## src/rtl/mario_sprite_loader_pkg.sv

```systemverilog
// Shared sprite geometry, frame numbering and loader state encoding for the
// Mario sprite memory (writer side and display-side frame selector).
package sprite_pkg;

    localparam int SPRITE_W    = 20;
    localparam int SPRITE_H    = 40;
    localparam int FRAME_SIZE  = SPRITE_W * SPRITE_H;
    localparam int NUM_FRAMES  = 3;
    localparam int FRAME_SEL_W = 2;

    localparam int X_W = $clog2(SPRITE_W);
    localparam int Y_W = $clog2(SPRITE_H);

    // Frame indices, identical on the display side so both agree on layout.
    localparam logic [FRAME_SEL_W-1:0] FRAME_STAND = 2'd0;
    localparam logic [FRAME_SEL_W-1:0] FRAME_RUN1  = 2'd1;
    localparam logic [FRAME_SEL_W-1:0] FRAME_RUN2  = 2'd2;

    typedef enum logic [1:0] {
        ST_IDLE = 2'd0,
        ST_LOAD = 2'd1,
        ST_DONE = 2'd2
    } load_state_e;

    function automatic int frame_base(input logic [FRAME_SEL_W-1:0] sel);
        return int'(sel) * FRAME_SIZE;
    endfunction

endpackage

```

## src/rtl/mario_sprite_loader_if.sv

```systemverilog
// Loader bus: control from the sprite source, pixel stream handshake and the
// sprite RAM write port. The loader is the slave; source/RAM side is master.
interface mario_sprite_loader_if
    import sprite_pkg::*;
#(
    parameter int ADDR_W = 19,
    parameter int DATA_W = 4
);

    logic                   start;
    logic [FRAME_SEL_W-1:0] frame_sel;
    logic                   abort;

    logic [DATA_W-1:0]      pix_data;
    logic                   pix_valid;
    logic                   pix_ready;

    logic [ADDR_W-1:0]      write_address_mario;
    logic [DATA_W-1:0]      write_data;
    logic                   write_en;

    logic                   busy;
    logic                   done;
    logic                   err;

    modport master (
        output start, frame_sel, abort, pix_data, pix_valid,
        input  pix_ready, write_address_mario, write_data, write_en,
               busy, done, err
    );

    modport slave (
        input  start, frame_sel, abort, pix_data, pix_valid,
        output pix_ready, write_address_mario, write_data, write_en,
               busy, done, err
    );

endinterface

```

## src/rtl/mario_sprite_loader_counter.sv

```systemverilog
// Raster x/y position within one sprite frame; x wraps at the row end and
// carries into y. last flags the bottom-right pixel.
module sprite_pixel_counter
    import sprite_pkg::*;
(
    input  logic           clk,
    input  logic           rst_n,
    input  logic           clear,
    input  logic           advance,
    output logic [X_W-1:0] x,
    output logic [Y_W-1:0] y,
    output logic           last
);

    logic x_wrap;

    assign x_wrap = (x == X_W'(SPRITE_W - 1));
    assign last   = x_wrap && (y == Y_W'(SPRITE_H - 1));

    // NOTE: registers use non-blocking assignments so every flop samples the
    // pre-edge values; blocking here would chain x into y within one edge.
    always_ff @(posedge clk or negedge rst_n) begin
        if (!rst_n) begin
            x <= '0;
            y <= '0;
        end else if (clear) begin
            x <= '0;
            y <= '0;
        end else if (advance) begin
            if (x_wrap) begin
                x <= '0;
                y <= last ? '0 : y + Y_W'(1);
            end else begin
                x <= x + X_W'(1);
            end
        end
    end

endmodule

```

## src/rtl/mario_sprite_loader.sv

```systemverilog
// Sprite RAM writer: loads one raster-order frame of palette indices into the
// region frame_sel*FRAME_SIZE, one registered RAM write per accepted pixel.
module mario_sprite_loader
    import sprite_pkg::*;
#(
    parameter int ADDR_W = 19,
    parameter int DATA_W = 4
) (
    input logic                  Clk,
    input logic                  Reset_n,
    mario_sprite_loader_if.slave bus
);

    localparam logic [1:0] IDLE = ST_IDLE;
    localparam logic [1:0] LOAD = ST_LOAD;
    localparam logic [1:0] DONE = ST_DONE;

    logic [1:0]        state;
    logic [1:0]        state_nxt;
    logic [ADDR_W-1:0] base;

    logic [X_W-1:0]    x;
    logic [Y_W-1:0]    y;
    logic              last;

    logic              in_idle;
    logic              in_load;
    logic              frame_ok;
    logic              start_go;
    logic              start_bad;
    logic              accept;
    logic [ADDR_W-1:0] pix_addr;

    logic [ADDR_W-1:0] wr_addr_q;
    logic [DATA_W-1:0] wr_data_q;
    logic              wr_en_q;
    logic              done_q;
    logic              err_q;

    assign in_idle   = (state == IDLE);
    assign in_load   = (state == LOAD);
    assign frame_ok  = int'(bus.frame_sel) < NUM_FRAMES;
    assign start_go  = in_idle && bus.start && frame_ok;
    assign start_bad = in_idle && bus.start && !frame_ok;
    assign accept    = in_load && bus.pix_valid;

    // Full-width address arithmetic; the top frame ends at 3*FRAME_SIZE-1.
    assign pix_addr = base + ADDR_W'(y) * ADDR_W'(SPRITE_W) + ADDR_W'(x);

    sprite_pixel_counter u_counter (
        .clk     (Clk),
        .rst_n   (Reset_n),
        .clear   (start_go),
        .advance (accept),
        .x       (x),
        .y       (y),
        .last    (last)
    );

    // NOTE: state_nxt gets a default before the case so no path leaves it
    // unassigned, which would otherwise infer a latch.
    always_comb begin
        state_nxt = state;
        case (state)
            IDLE: if (start_go) state_nxt = LOAD;
            LOAD: begin
                if (bus.abort)           state_nxt = IDLE;
                else if (accept && last) state_nxt = DONE;
            end
            DONE:    state_nxt = IDLE;
            default: state_nxt = IDLE;
        endcase
    end

    always_ff @(posedge Clk or negedge Reset_n) begin
        if (!Reset_n) begin
            state <= IDLE;
            base  <= '0;
        end else begin
            state <= state_nxt;
            if (start_go) base <= ADDR_W'(frame_base(bus.frame_sel));
        end
    end

    // A pixel accepted alongside abort is still written; only done is lost.
    always_ff @(posedge Clk or negedge Reset_n) begin
        if (!Reset_n) begin
            wr_addr_q <= '0;
            wr_data_q <= '0;
            wr_en_q   <= 1'b0;
            done_q    <= 1'b0;
            err_q     <= 1'b0;
        end else begin
            wr_en_q <= accept;
            done_q  <= accept && last && !bus.abort;
            err_q   <= start_bad;
            if (accept) begin
                wr_addr_q <= pix_addr;
                wr_data_q <= bus.pix_data;
            end
        end
    end

    assign bus.pix_ready           = in_load;
    assign bus.busy                = in_load || (state == DONE);
    assign bus.write_address_mario = wr_addr_q;
    assign bus.write_data          = wr_data_q;
    assign bus.write_en            = wr_en_q;
    assign bus.done                = done_q;
    assign bus.err                 = err_q;

endmodule

```

## src/flat_wrapper.sv

```systemverilog
// flat-port wrapper written by rule: the top's interface ports become plain ports
module mario_sprite_loader_flat import sprite_pkg::*;
#(
    parameter int ADDR_W = 19,
    parameter int DATA_W = 4
)
  (Clk, Reset_n, bus_start, bus_frame_sel, bus_abort, bus_pix_data, bus_pix_valid, bus_pix_ready, bus_write_address_mario, bus_write_data, bus_write_en, bus_busy, bus_done, bus_err);
  mario_sprite_loader_if #(.ADDR_W(ADDR_W), .DATA_W(DATA_W)) bus_i ();
  input logic Clk;
  input logic Reset_n;
  input wire logic [$bits(bus_i.start)-1:0] bus_start;
  input wire logic [$bits(bus_i.frame_sel)-1:0] bus_frame_sel;
  input wire logic [$bits(bus_i.abort)-1:0] bus_abort;
  input wire logic [$bits(bus_i.pix_data)-1:0] bus_pix_data;
  input wire logic [$bits(bus_i.pix_valid)-1:0] bus_pix_valid;
  output wire logic [$bits(bus_i.pix_ready)-1:0] bus_pix_ready;
  output wire logic [$bits(bus_i.write_address_mario)-1:0] bus_write_address_mario;
  output wire logic [$bits(bus_i.write_data)-1:0] bus_write_data;
  output wire logic [$bits(bus_i.write_en)-1:0] bus_write_en;
  output wire logic [$bits(bus_i.busy)-1:0] bus_busy;
  output wire logic [$bits(bus_i.done)-1:0] bus_done;
  output wire logic [$bits(bus_i.err)-1:0] bus_err;
  assign bus_i.start = bus_start;
  assign bus_i.frame_sel = bus_frame_sel;
  assign bus_i.abort = bus_abort;
  assign bus_i.pix_data = bus_pix_data;
  assign bus_i.pix_valid = bus_pix_valid;
  assign bus_pix_ready = bus_i.pix_ready;
  assign bus_write_address_mario = bus_i.write_address_mario;
  assign bus_write_data = bus_i.write_data;
  assign bus_write_en = bus_i.write_en;
  assign bus_busy = bus_i.busy;
  assign bus_done = bus_i.done;
  assign bus_err = bus_i.err;
  mario_sprite_loader #(.ADDR_W(ADDR_W), .DATA_W(DATA_W)) u_core (.Clk(Clk), .Reset_n(Reset_n), .bus(bus_i));
endmodule
```

## config.mk

```make
export PLATFORM = sky130hd
export DESIGN_NAME = mario_sprite_loader_flat
export DESIGN_NICKNAME = d
export VERILOG_FILES = /design/src/rtl/mario_sprite_loader_pkg.sv /design/src/rtl/mario_sprite_loader_if.sv /design/src/rtl/mario_sprite_loader_counter.sv /design/src/rtl/mario_sprite_loader.sv /design/src/flat_wrapper.sv
export SDC_FILE = /design/constraint.sdc
export NUM_CORES = 1
export LEC_CHECK = 0
export ABC_AREA = 1
export BUFFER_PORTS_ARGS = -buffer_cell sky130_fd_sc_hd__buf_4
export CAP_MARGIN = 25
export CORE_MARGIN = 1.5
export CORE_UTILIZATION = 60
export CTS_CLUSTER_DIAMETER = 100
export CTS_CLUSTER_SIZE = 30
export DETAILED_ROUTE_END_ITERATION = 10
export PLACE_DENSITY = 0.83
export SYNTH_ARGS = -nofsm -noshare
export SYNTH_HDL_FRONTEND = slang
export SYNTH_HIERARCHICAL = 1
export SYNTH_SLANG_ARGS = --single-unit
```

## constraint.sdc

```tcl
create_clock -name Clk -period 5.6 [get_ports Clk]
set_clock_uncertainty 0.15 [all_clocks]
set_input_delay 0 -clock Clk [delete_from_list [all_inputs] [get_ports Clk]]
set_output_delay 0 -clock Clk [all_outputs]
set_load 0.05 [all_outputs]
```

# Yosys cells after proc, flatten, opt, wreduce, memory -nomap -nowiden
# Cells that the tools add are included.
[word_totals]
inputBits = 11
out_inout_bits = 28
register_bits = 53
[op_classes]
mul = 2
order_cmp = 1
muxes = 11
n_addsub = 4
n_eq_ne = 6
n_reduce_logical = 15
[op_table]
columns = ["op", "n"]
rows = [
  ["6-bit 2-to-1 mux", 4],
  ["19-bit by 11-bit adder with 19-bit output", 1],
  ["19-bit by 5-bit adder with 19-bit output", 1],
  ["5-bit 2-to-1 mux", 3],
  ["6-bit by 3-bit multiplier with 9-bit output, second input constant", 1],
  ["1-bit logical AND", 7],
  ["2-bit by 5-bit multiplier with 7-bit output, second input constant", 1],
  ["6-bit by 1-bit adder with 6-bit output, second input constant", 1],
  ["6-bit equality test, second input constant", 1],
  ["2-bit 2-to-1 mux", 3],
  ["5-bit by 1-bit adder with 5-bit output, second input constant", 1],
  ["5-bit equality test, second input constant", 1],
  ["2-bit one-hot mux with 2 select lines", 1],
  ["2-bit AND reduction", 2],
  ["2-bit nonzero test", 2],
  ["3-bit != test, second input constant", 1],
  ["2-bit by 1-bit equality test with 1-bit output, second input constant", 1],
  ["2-bit equality test, second input constant", 1],
  ["1-bit logical NOT", 2],
  ["2-bit logical NOT", 1],
  ["2-bit < comparator, second input constant", 1],
  ["2-bit != test, second input constant", 1],
  ["1-bit logical OR", 1],
]

# Logic depth before layout (Yosys ltp)
# Gate-level depths: netlist of the first run.
[logic_depth]
ltp_word = 6
mapped_depth = 16
mapped_depth_nobuf = 16

# Hierarchy
# Netlist of the first run, hierarchy kept.
[modules_own_cells]
columns = ["mod", "instances", "cells_per_inst", "area_per_inst_um2", "seq_area_each_um2"]
rows = [
  ["mario_sprite_loader", 1, 219, 1811.7, 675.6],
  ["sprite_pixel_counter", 1, 87, 678.2, 275.3],
]

# Least setup slack after synthesis of the first run
# No wires, ideal clock.
[synth_timing]
path_type = "flip-flop to flip-flop"
startpoint = "register u_core.u_counter.y[1]"
endpoint = "register u_core.wr_addr_q[11] (netlist: u_core/bus.write_address_mario[11])"
stages_incl_launch_ff = 15
required_time_ns = 5.327
arrival_ns = 2.700
slack_ns = 2.627
path_cell_list = "dfrtp_1 ha_1 ha_1 fa_1 nand2_2 inv_1 o21ai_0 nand2_1 xor2_1 ha_1 a21o_1 a21oi_1 nand2_1 nand2_1 nand3_2"
[synth_between]
elab_chain_cells = 3
[synth_lines]
columns = ["item", "line_no", "source"]
rows = [
  ["from (decl)", "mario_sprite_loader_counter.sv:11", "output logic [Y_W-1:0] y,"],
  ["from (signal assigned)", "mario_sprite_loader_counter.sv:32", "y <= last ? '0 : y + Y_W'(1);"],
  ["6-bit by 3-bit multiplier with 9-bit output", "mario_sprite_loader.sv:48", "assign pix_addr = base + ADDR_W'(y) * ADDR_W'(SPRITE_W) + ADDR_W'(x);"],
  ["19-bit by 11-bit adder with 19-bit output", "mario_sprite_loader.sv:48", ""],
  ["19-bit by 5-bit adder with 19-bit output", "mario_sprite_loader.sv:48", ""],
  ["to (signal assigned)", "mario_sprite_loader.sv:98", "wr_addr_q <= pix_addr;"],
  ["to (decl)", "mario_sprite_loader.sv:34", "logic [ADDR_W-1:0] wr_addr_q;"],
]
# Every way passes these cells.
# A chain may end at the register's enable or synchronous reset.

# Final worst setup path of the first run
[layout_timing]
startpoint = "register u_core.u_counter.y[1]"
endpoint = "register u_core.wr_addr_q[10] (netlist: u_core/bus.write_address_mario[10])"
# Same word-level chain as after synthesis.

==> qor.yml, run 1 <==
clock_tree:
  cts.clk_slew.worst_paths_ns: 0.07
  cts_tree: "yes"
  clk_latency_ns: 0.29
  cts-buffers-inserted: 5
  numClockSinks: 38
  cts_root_buffer: "clkbuf_8"
  htreeDepth: 2
  cts_buffer_depth: 2
  cts_setup_buffers: 0
place:
  place_congestion: 0.9519
  io_buffers: 32
  dp_hpwl_mm: 3.677
  placed_area_mm2: 0.002746
worst_setup_path:
  endpoint_kind: "flop"
  r2r_slack_ns: 2.31
  path_class: "reg2reg"
  start_kind: "flop"
  worstPathArrival_ns: 3.33
  critPathRequiredTime_ns: 5.64
  crit_fanout: 7
timing:
  finalSetupTns_ns: 0
  drv_slew: 0
  timing.final.hold_violations: 0
  fmax_mhz: 304.1
  grt_setup_unrepaired: "no"
  period_needed_ns: 3.288
  maxSlewHeadroom_pct: 61.06
  tightestPinTransition_ns: 0.5835
  finalSetupViolCount: 0
  timing.final.crit_share_pct: 58.72
yosys:
  synth_edf_count: 0
  netlist_area_mm2: 0.002490
  synth_top_area_share_pct: 38.19
  synthTopCellsByArea: "dfrtp_1 38%, nand2_1 13%, ha_1 11%, inv_1 4.2%, nand3_1 4.0%"
  syn_inst: 306
  yosysMostFrequentCell: "nand2_1"
  avgSynthCellArea_um2: 8.137
  ys.flop_type: "dfrtp_1"
  yosysSeqAreaShare_pct: 38.19
  synth-seq-cells: 38
  synth_cell_types: 40
  synth-async-reset-ratio_pct: 100.0
  synth_top_area_cell: "dfrtp_1"
  synthTopCellsByCount: "87 x nand2_1, 38 x dfrtp_1, 28 x inv_1"
  yosys_warnings: 6
layout:
  postLayoutCellArea_mm2: 0.002942
  area.growth.synth_to_final_pct: 18.14
  fill_cells: 303
  n_antenna_cell: 0
  drive_gt1_share_pct: 21.59
  nets: 386
floorplan:
  pin_count: 39
  start_util_pct: 62.25
  die-height_um: 67.42
  die_area_mm2: 0.004545
  core_area_mm2: 0.004000
  dieWidth_um: 67.42
  rows: 23
global_routing:
  met3_usage_pct: 5.000
  grt_util_met1_pct: 30.28
  antenna_found_initial: 0
  grt-busiest-layer: "met2"
  grt_pass1_wl_mm: 8.459
  grtUsageTotal_pct: 25.02
  grt.overflow.total: 0
  grt_pass1_vias: 1937
  grt_use_met2_pct: 44.80
  grt_max_degree: 39
status:
  status: "completed"
detailed_routing:
  post_drt_wl_per_cell_um: 12.56
  vias_per_cell: 5.047
  num_vias: 2029
  first_pass_iters: 4
  antenna_left: 0
  routed_wl_mm: 5.051
  drtIter0Drc: 109
  drc_errors: 0
power_and_ir_drop:
  leakagePower_nw: 1.598
  power.density_mw_per_mm2: 526.6
  ir_drop_mv: 0.2686
job:
  max_cap_viol_count: 0
worst_hold_path:
  hp-class: "in2async"
==> cell type report <==
cell class	count	area, µm²	area share [%]
multi-input cells	228	1351	45.94
flip-flops and latches	38	950.9	32.33
repair buffers	42	340.3	11.57
inverters	36	141.4	4.806
clock buffers	6	82.58	2.807
well taps	50	62.56	2.127
clock inverters	2	12.51	0.4254
==> critical path, cell delays in order, from the launching register on <==
cell     delay [ns]
dfrtp_1        0.47
ha_1           0.34
ha_1           0.23
fa_1           0.43
nand2_2        0.17
inv_1          0.05
o21ai_0        0.14
nand2_1        0.08
xor2_1         0.14
ha_1           0.34
nand2_1        0.16
nor2_1         0.15
nand2_1        0.08
nand2_1        0.07
nand2_1        0.05
nand3_1        0.06
nand2_1        0.06
==> placed cells by master, fill, tap and decap left out, types with 6 or more instances in the layout <==
| cell | count |
|---|---|
| nand2_2 | 9 |
| nand2_1 | 87 |
| inv_1 | 28 |
| nand3_1 | 20 |
| nand3_2 | 6 |
| o21ai_1 | 9 |
| ha_1 | 22 |
| clkbuf_8 | 6 |
| dfrtp_1 | 38 |
| dlygate4sd3_1 | 10 |
| conb_1 | 6 |
| nor2_1 | 24 |
| buf_4 | 32 |
==> power breakdown <==
part | internal, mW | switching (mW) | total (mW)
Combinational | 0.283 | 0.601 | 0.884
Sequential | 0.375 | 0.0919 | 0.467
Clock | 0.0989 | 0.0986 | 0.197
Total | 0.757 | 0.792 | 1.55
==> flip-flops by register name, summed over array words and instances, names as in the netlist <==
name / flops
u_core/bus.write_address_mario: 13
u_core/u_counter/y: 6
u_core/base: 5
u_core/u_counter/x: 5
u_core/bus.write_data: 4
u_core/state: 2
u_core/bus.done: 1
u_core/bus.err: 1
u_core/bus.write_en: 1
==> final timing paths <==
kind,startpoint,end,cells past startpoint
worst max-delay path,u_core/u_counter/y[1]$_DFFE_PN0P_,u_core/bus.write_address_mario[10]$_DFFE_PN0P_,16
worst min-delay path,Reset_n,u_core/bus.err$_DFF_PN0_,2
worst max register to register,u_core/u_counter/y[1]$_DFFE_PN0P_,u_core/bus.write_address_mario[10]$_DFFE_PN0P_,16
worst min register to register,u_core/bus.write_data[0]$_DFFE_PN0P_,u_core/bus.write_data[0]$_DFFE_PN0P_,2
max in group asynchronous,Reset_n,u_core/bus.write_address_mario[12]$_DFFE_PN0P_,2
min in group Clk,bus_pix_valid,u_core/bus.done$_DFF_PN0_,3
==> logic make-up after synthesis <==
family                     count (synthesis)  share of synthesized area [%]
adders and majority gates                 24                          12.66
other                                      1                         0.1506
xor gates and xnor gates                   6                          2.111
buffers and inverters                     45                          8.291
and+or+nand+nor                          162                          31.26
AOI/OAI and AO/OA                         30                          7.337
DFF                                       38                          38.19
==> metal layers <==
layer	share of wire (%)	wire length (µm)	vias up
met5	0	0	-
met4	1.2	61	0
met3	2.6	130	7
met2	50	2524	27
met1	46	2334	939
li1	-	-	1056
==> per-stage QoR <==
stage               std cells  utilization, %  hold WS, ns  worst slack [ns]  power (mW)
floorplan                 311               -      -0.4456             2.627       1.129
global placement          384           68.66      -0.1552             2.512       1.323
detailed placement        384           68.66      -0.1577             2.407       1.344
CTS                       402           73.54      0.07229             2.310       1.555
global route              402           73.54       0.1210             2.069       1.666
finish                    402           73.54      0.06034             2.312       1.549
==> what timing repair did <==
action | in CTS | in global routing
hold buffers | 10 | 0
setup endpoints to repair | 0 | 0
endpoints found under the hold margin | 51 | 0
gates resized for setup | 0 | 0
(Power assumes the default switching activity.)
==> run 2: changes to the inputs <==
Settings changed: ABC_AREA 1 to 0, CORE_UTILIZATION 60 to 51, PLACE_DENSITY 0.83 to 0.75.
Clock period 5.6 ns to 3 ns, I/O delays scaled along.
==> qor.yml, run 2 <==
detailed_routing:
  dr_wl_met2_mm: 2.059  # -18%
  routed_wl_mm: 4.261  # -16%
  post_drt_wl_per_cell_um: 12.91  # +2.8%
  drc_errors: 0  # unchanged
  num_vias: 1797  # -11%
  wl_met3_um: 165  # +27%
  first_pass_iters: 4  # unchanged
  wl_met1_mm: 2.006  # -14%
  top_layer: "met4"
  drtIter0Drc: 90  # -17%
  vias_per_cell: 5.445  # +7.9%
  antenna_left: 0  # unchanged
worst_setup_path:
  start_kind: "flop"
  critPathRequiredTime_ns: 3.07  # -2.57 ns
  crit_path_top_delay_cell: "dfrtp_1"
  path_buf_inv: 1  # unchanged
  slowest_delay_ns: 0.45  # -0.02 ns
  crit_fanout: 4  # -3
  cpLargestDelayFamily: "adder cells"
  worstPathArrival_ns: 2.90  # -0.43 ns
  endpoint_kind: "flop"
  path_class: "reg2reg"
  cp_cell_sequence: "ha_2 -> ha_4 -> fa_2 -> a21o_1 -> a21oi_2 -> xnor2_1 -> ha_1 -> buf_4 -> o2111ai_2 -> or3_1 -> nand3_1"
clock_tree:
  htreeDepth: 2  # unchanged
  cts_setup_buffers: 0  # unchanged
  numClockSinks: 38  # unchanged
  clk_latency_ns: 0.28  # about the same
  cts_root_buffer: "clkbuf_8"
  cts_tree: "yes"
  cts.clk_slew.worst_paths_ns: 0.07  # about the same
  cts_buffer_depth: 2  # unchanged
  cts-buffers-inserted: 5  # unchanged
yosys:
  yosys_warnings: 6  # unchanged
  synthSimpleGateAreaFrac_pct: 16.34  # -15 points
  synth_top_area_cell: "dfrtp_1"
  synthTopCellsByCount: "38 x dfrtp_1, 22 x ha_1, 22 x nand2_1"
  synthTopCellsByArea: "dfrtp_1 41%, ha_1 12%, mux2_2 4.4%, o21ai_0 4.1%, nand2_1 3.6%"
  netlist_area_mm2: 0.002297  # -7.7%
  synth_edf_count: 0  # unchanged
  synth_top_area_share_pct: 41.39  # +3.2 points
  muxShareOfSynthArea_pct: 5.719  # +5.7 points
  synth_cell_types: 51  # +28%
  synth-seq-cells: 38  # unchanged
  avgSynthCellArea_um2: 10.26  # +26%
  synthAdderAreaFrac_pct: 13.73  # +1.1 points
  ys.flop_type: "dfrtp_1"
  yosysSeqAreaShare_pct: 41.39  # +3.2 points
  synth_compound_area_share_pct: 13.67  # +6.3 points
  synth_xor_area_share_pct: 4.139  # +2.0 points
  yosysMostFrequentCell: "dfrtp_1"
  synth_top_family_by_area: "simple AND/OR/NAND/NOR gates"
  synth-async-reset-ratio_pct: 100.0  # unchanged
  syn_inst: 224  # -27%
timing:
  maxSlewHeadroom_pct: 66.10  # +5.0 points
  holdWs_ns: 0.05907  # -0.001268 ns
  drv_slew: 0  # unchanged
  fmax_mhz: 353.7  # +16%
  period_needed_ns: 2.827  # -0.4609 ns
  finalSetupViolCount: 0  # unchanged
  timing.final.hold_violations: 0  # unchanged
  timing.final.crit_share_pct: 94.24  # +36 points
  tightestPinTransition_ns: 0.5079  # -0.07559 ns
floorplan:
  pin_count: 39  # unchanged
  die_area_mm2: 0.004916  # +8.2%
  rows: 24  # +4.3%
  core_area_mm2: 0.004354  # +8.9%
  dieWidth_um: 70.12  # +4.0%
  start_util_pct: 52.76  # -9.5 points
  die-height_um: 70.12  # +4.0%
layout:
  fin_cells: 330  # -18%
  largest_register_ffs: 13  # unchanged
  drive_gt1_share_pct: 26.62  # +5.0 points
  area.growth.synth_to_final_pct: 26.36
  layout_common_cells: "41 x buf_4, 38 x dfrtp_1, 22 x nand2_1, 19 x o21ai_0, 16 x ha_1"
  mostFrequentLayoutCell: "buf_4"
  n_antenna_cell: 0  # unchanged
  nets: 312  # -19%
place:
  place_congestion: 0.8079  # -15%
  post-place-cells: 311  # -19%
  dp_hpwl_mm: 3.025  # -18%
  io_buffers: 32  # unchanged
global_routing:
  grt_pass1_wl_mm: 6.982  # -17%
  grt_pass1_vias: 1624  # -16%
  grt_max_degree: 39  # unchanged
  grtUsageTotal_pct: 17.75  # -7.3 points
  grt.overflow.total: 0  # unchanged
  antenna_found_initial: 0  # unchanged
power_and_ir_drop:
  leakagePower_nw: 1.401  # -12%
  power.density_mw_per_mm2: 694.2  # +32%
  ir_drop_mv: 0.4154  # +55%
  p_total_mw: 2.015  # +30%
worst_hold_path:
  hp-class: "in2async"
job:
  max_cap_viol_count: 0  # unchanged
status:
  status: "completed"
[run 2: worst register-to-register path, stage by stage (launching register included)]
cell       delay [ns]
dfrtp_1          0.45
ha_2             0.23
ha_4             0.17
fa_2             0.38
a21o_1           0.19
a21oi_2          0.14
xnor2_1          0.08
ha_1             0.32
buf_4            0.13
o2111ai_2        0.11
or3_1            0.33
nand3_1          0.09
[run 2: cell families (layout without fill, tap and decap cells)]
logic type	after synthesis	in the layout
compound gates	51	51
xor+xnor	10	10
fa+ha+maj	24	24
buf+inv	23	72
flops	38	38
mux	12	12
other cells	1	6
simple gates	65	65
[run 2: cell type report]
cell class	count	area, µm²
repair buffers	52	417.9
multi-input cells	168	1333
flip-flops and latches	38	950.9
well taps	52	65.06
clock buffers	7	86.33
fillers	332	1451
inverters	12	45.04
clock inverters	1	5.005
[run 2: worst paths after layout]
| check | cells after the start | to | from | slack [ns] |
|---|---|---|---|---|
| hold reg to reg | 2 | u_core/bus.write_address_mario[5]$_DFFE_PN0P_ | u_core/bus.write_address_mario[5]$_DFFE_PN0P_ | 0.33 |
| min in group Clk | 3 | u_core/bus.done$_DFF_PN0_ | bus_abort | 0.27 |
| max in group asynchronous | 2 | u_core/u_counter/y[3]$_DFFE_PN0P_ | Reset_n | 2.29 |
| setup / recovery | 11 | u_core/bus.write_address_mario[10]$_DFFE_PN0P_ | u_core/u_counter/y[2]$_DFFE_PN0P_ | 0.17 |
| setup reg to reg | 11 | u_core/bus.write_address_mario[10]$_DFFE_PN0P_ | u_core/u_counter/y[2]$_DFFE_PN0P_ | 0.17 |
| hold / removal | 2 | u_core/bus.write_address_mario[5]$_DFFE_PN0P_ | Reset_n | 0.06 |
[run 2: what timing repair did]
item / CTS / global route
hold buffers: 11 / 0
setup endpoints to repair: 0 / 3
gates resized for setup: 0 / 9
endpoints found under the hold margin: 50 / 0
[run 2: stage by stage]
step	worst slack [ns]	area [µm²]	TNS, ns	utilization [%]
4_1_cts	0.02072	2830	0	65.00
6_report	0.1729	2903	0	66.67
2_1_floorplan	0.002798	2322	0	-
5_1_grt	-0.004321	2903	-0.004321	66.67
3_5_place_dp	0.04140	2629	0	60.37
3_3_place_gp	0.08554	2629	0	60.37
[run 2: where the power goes]
group	internal, mW	total (mW)	switching (mW)
logic	0.321	0.946	0.625
registers	0.637	0.717	0.0798
clock network	0.185	0.353	0.167
[run 2: per-layer routing]
layer / track usage [%] / up-vias
met5: 0 / -
met4: 5.983 / 0
met3: 4.329 / 2
met2: 28.78 / 33
met1: 23.40 / 868
li1: - / 894
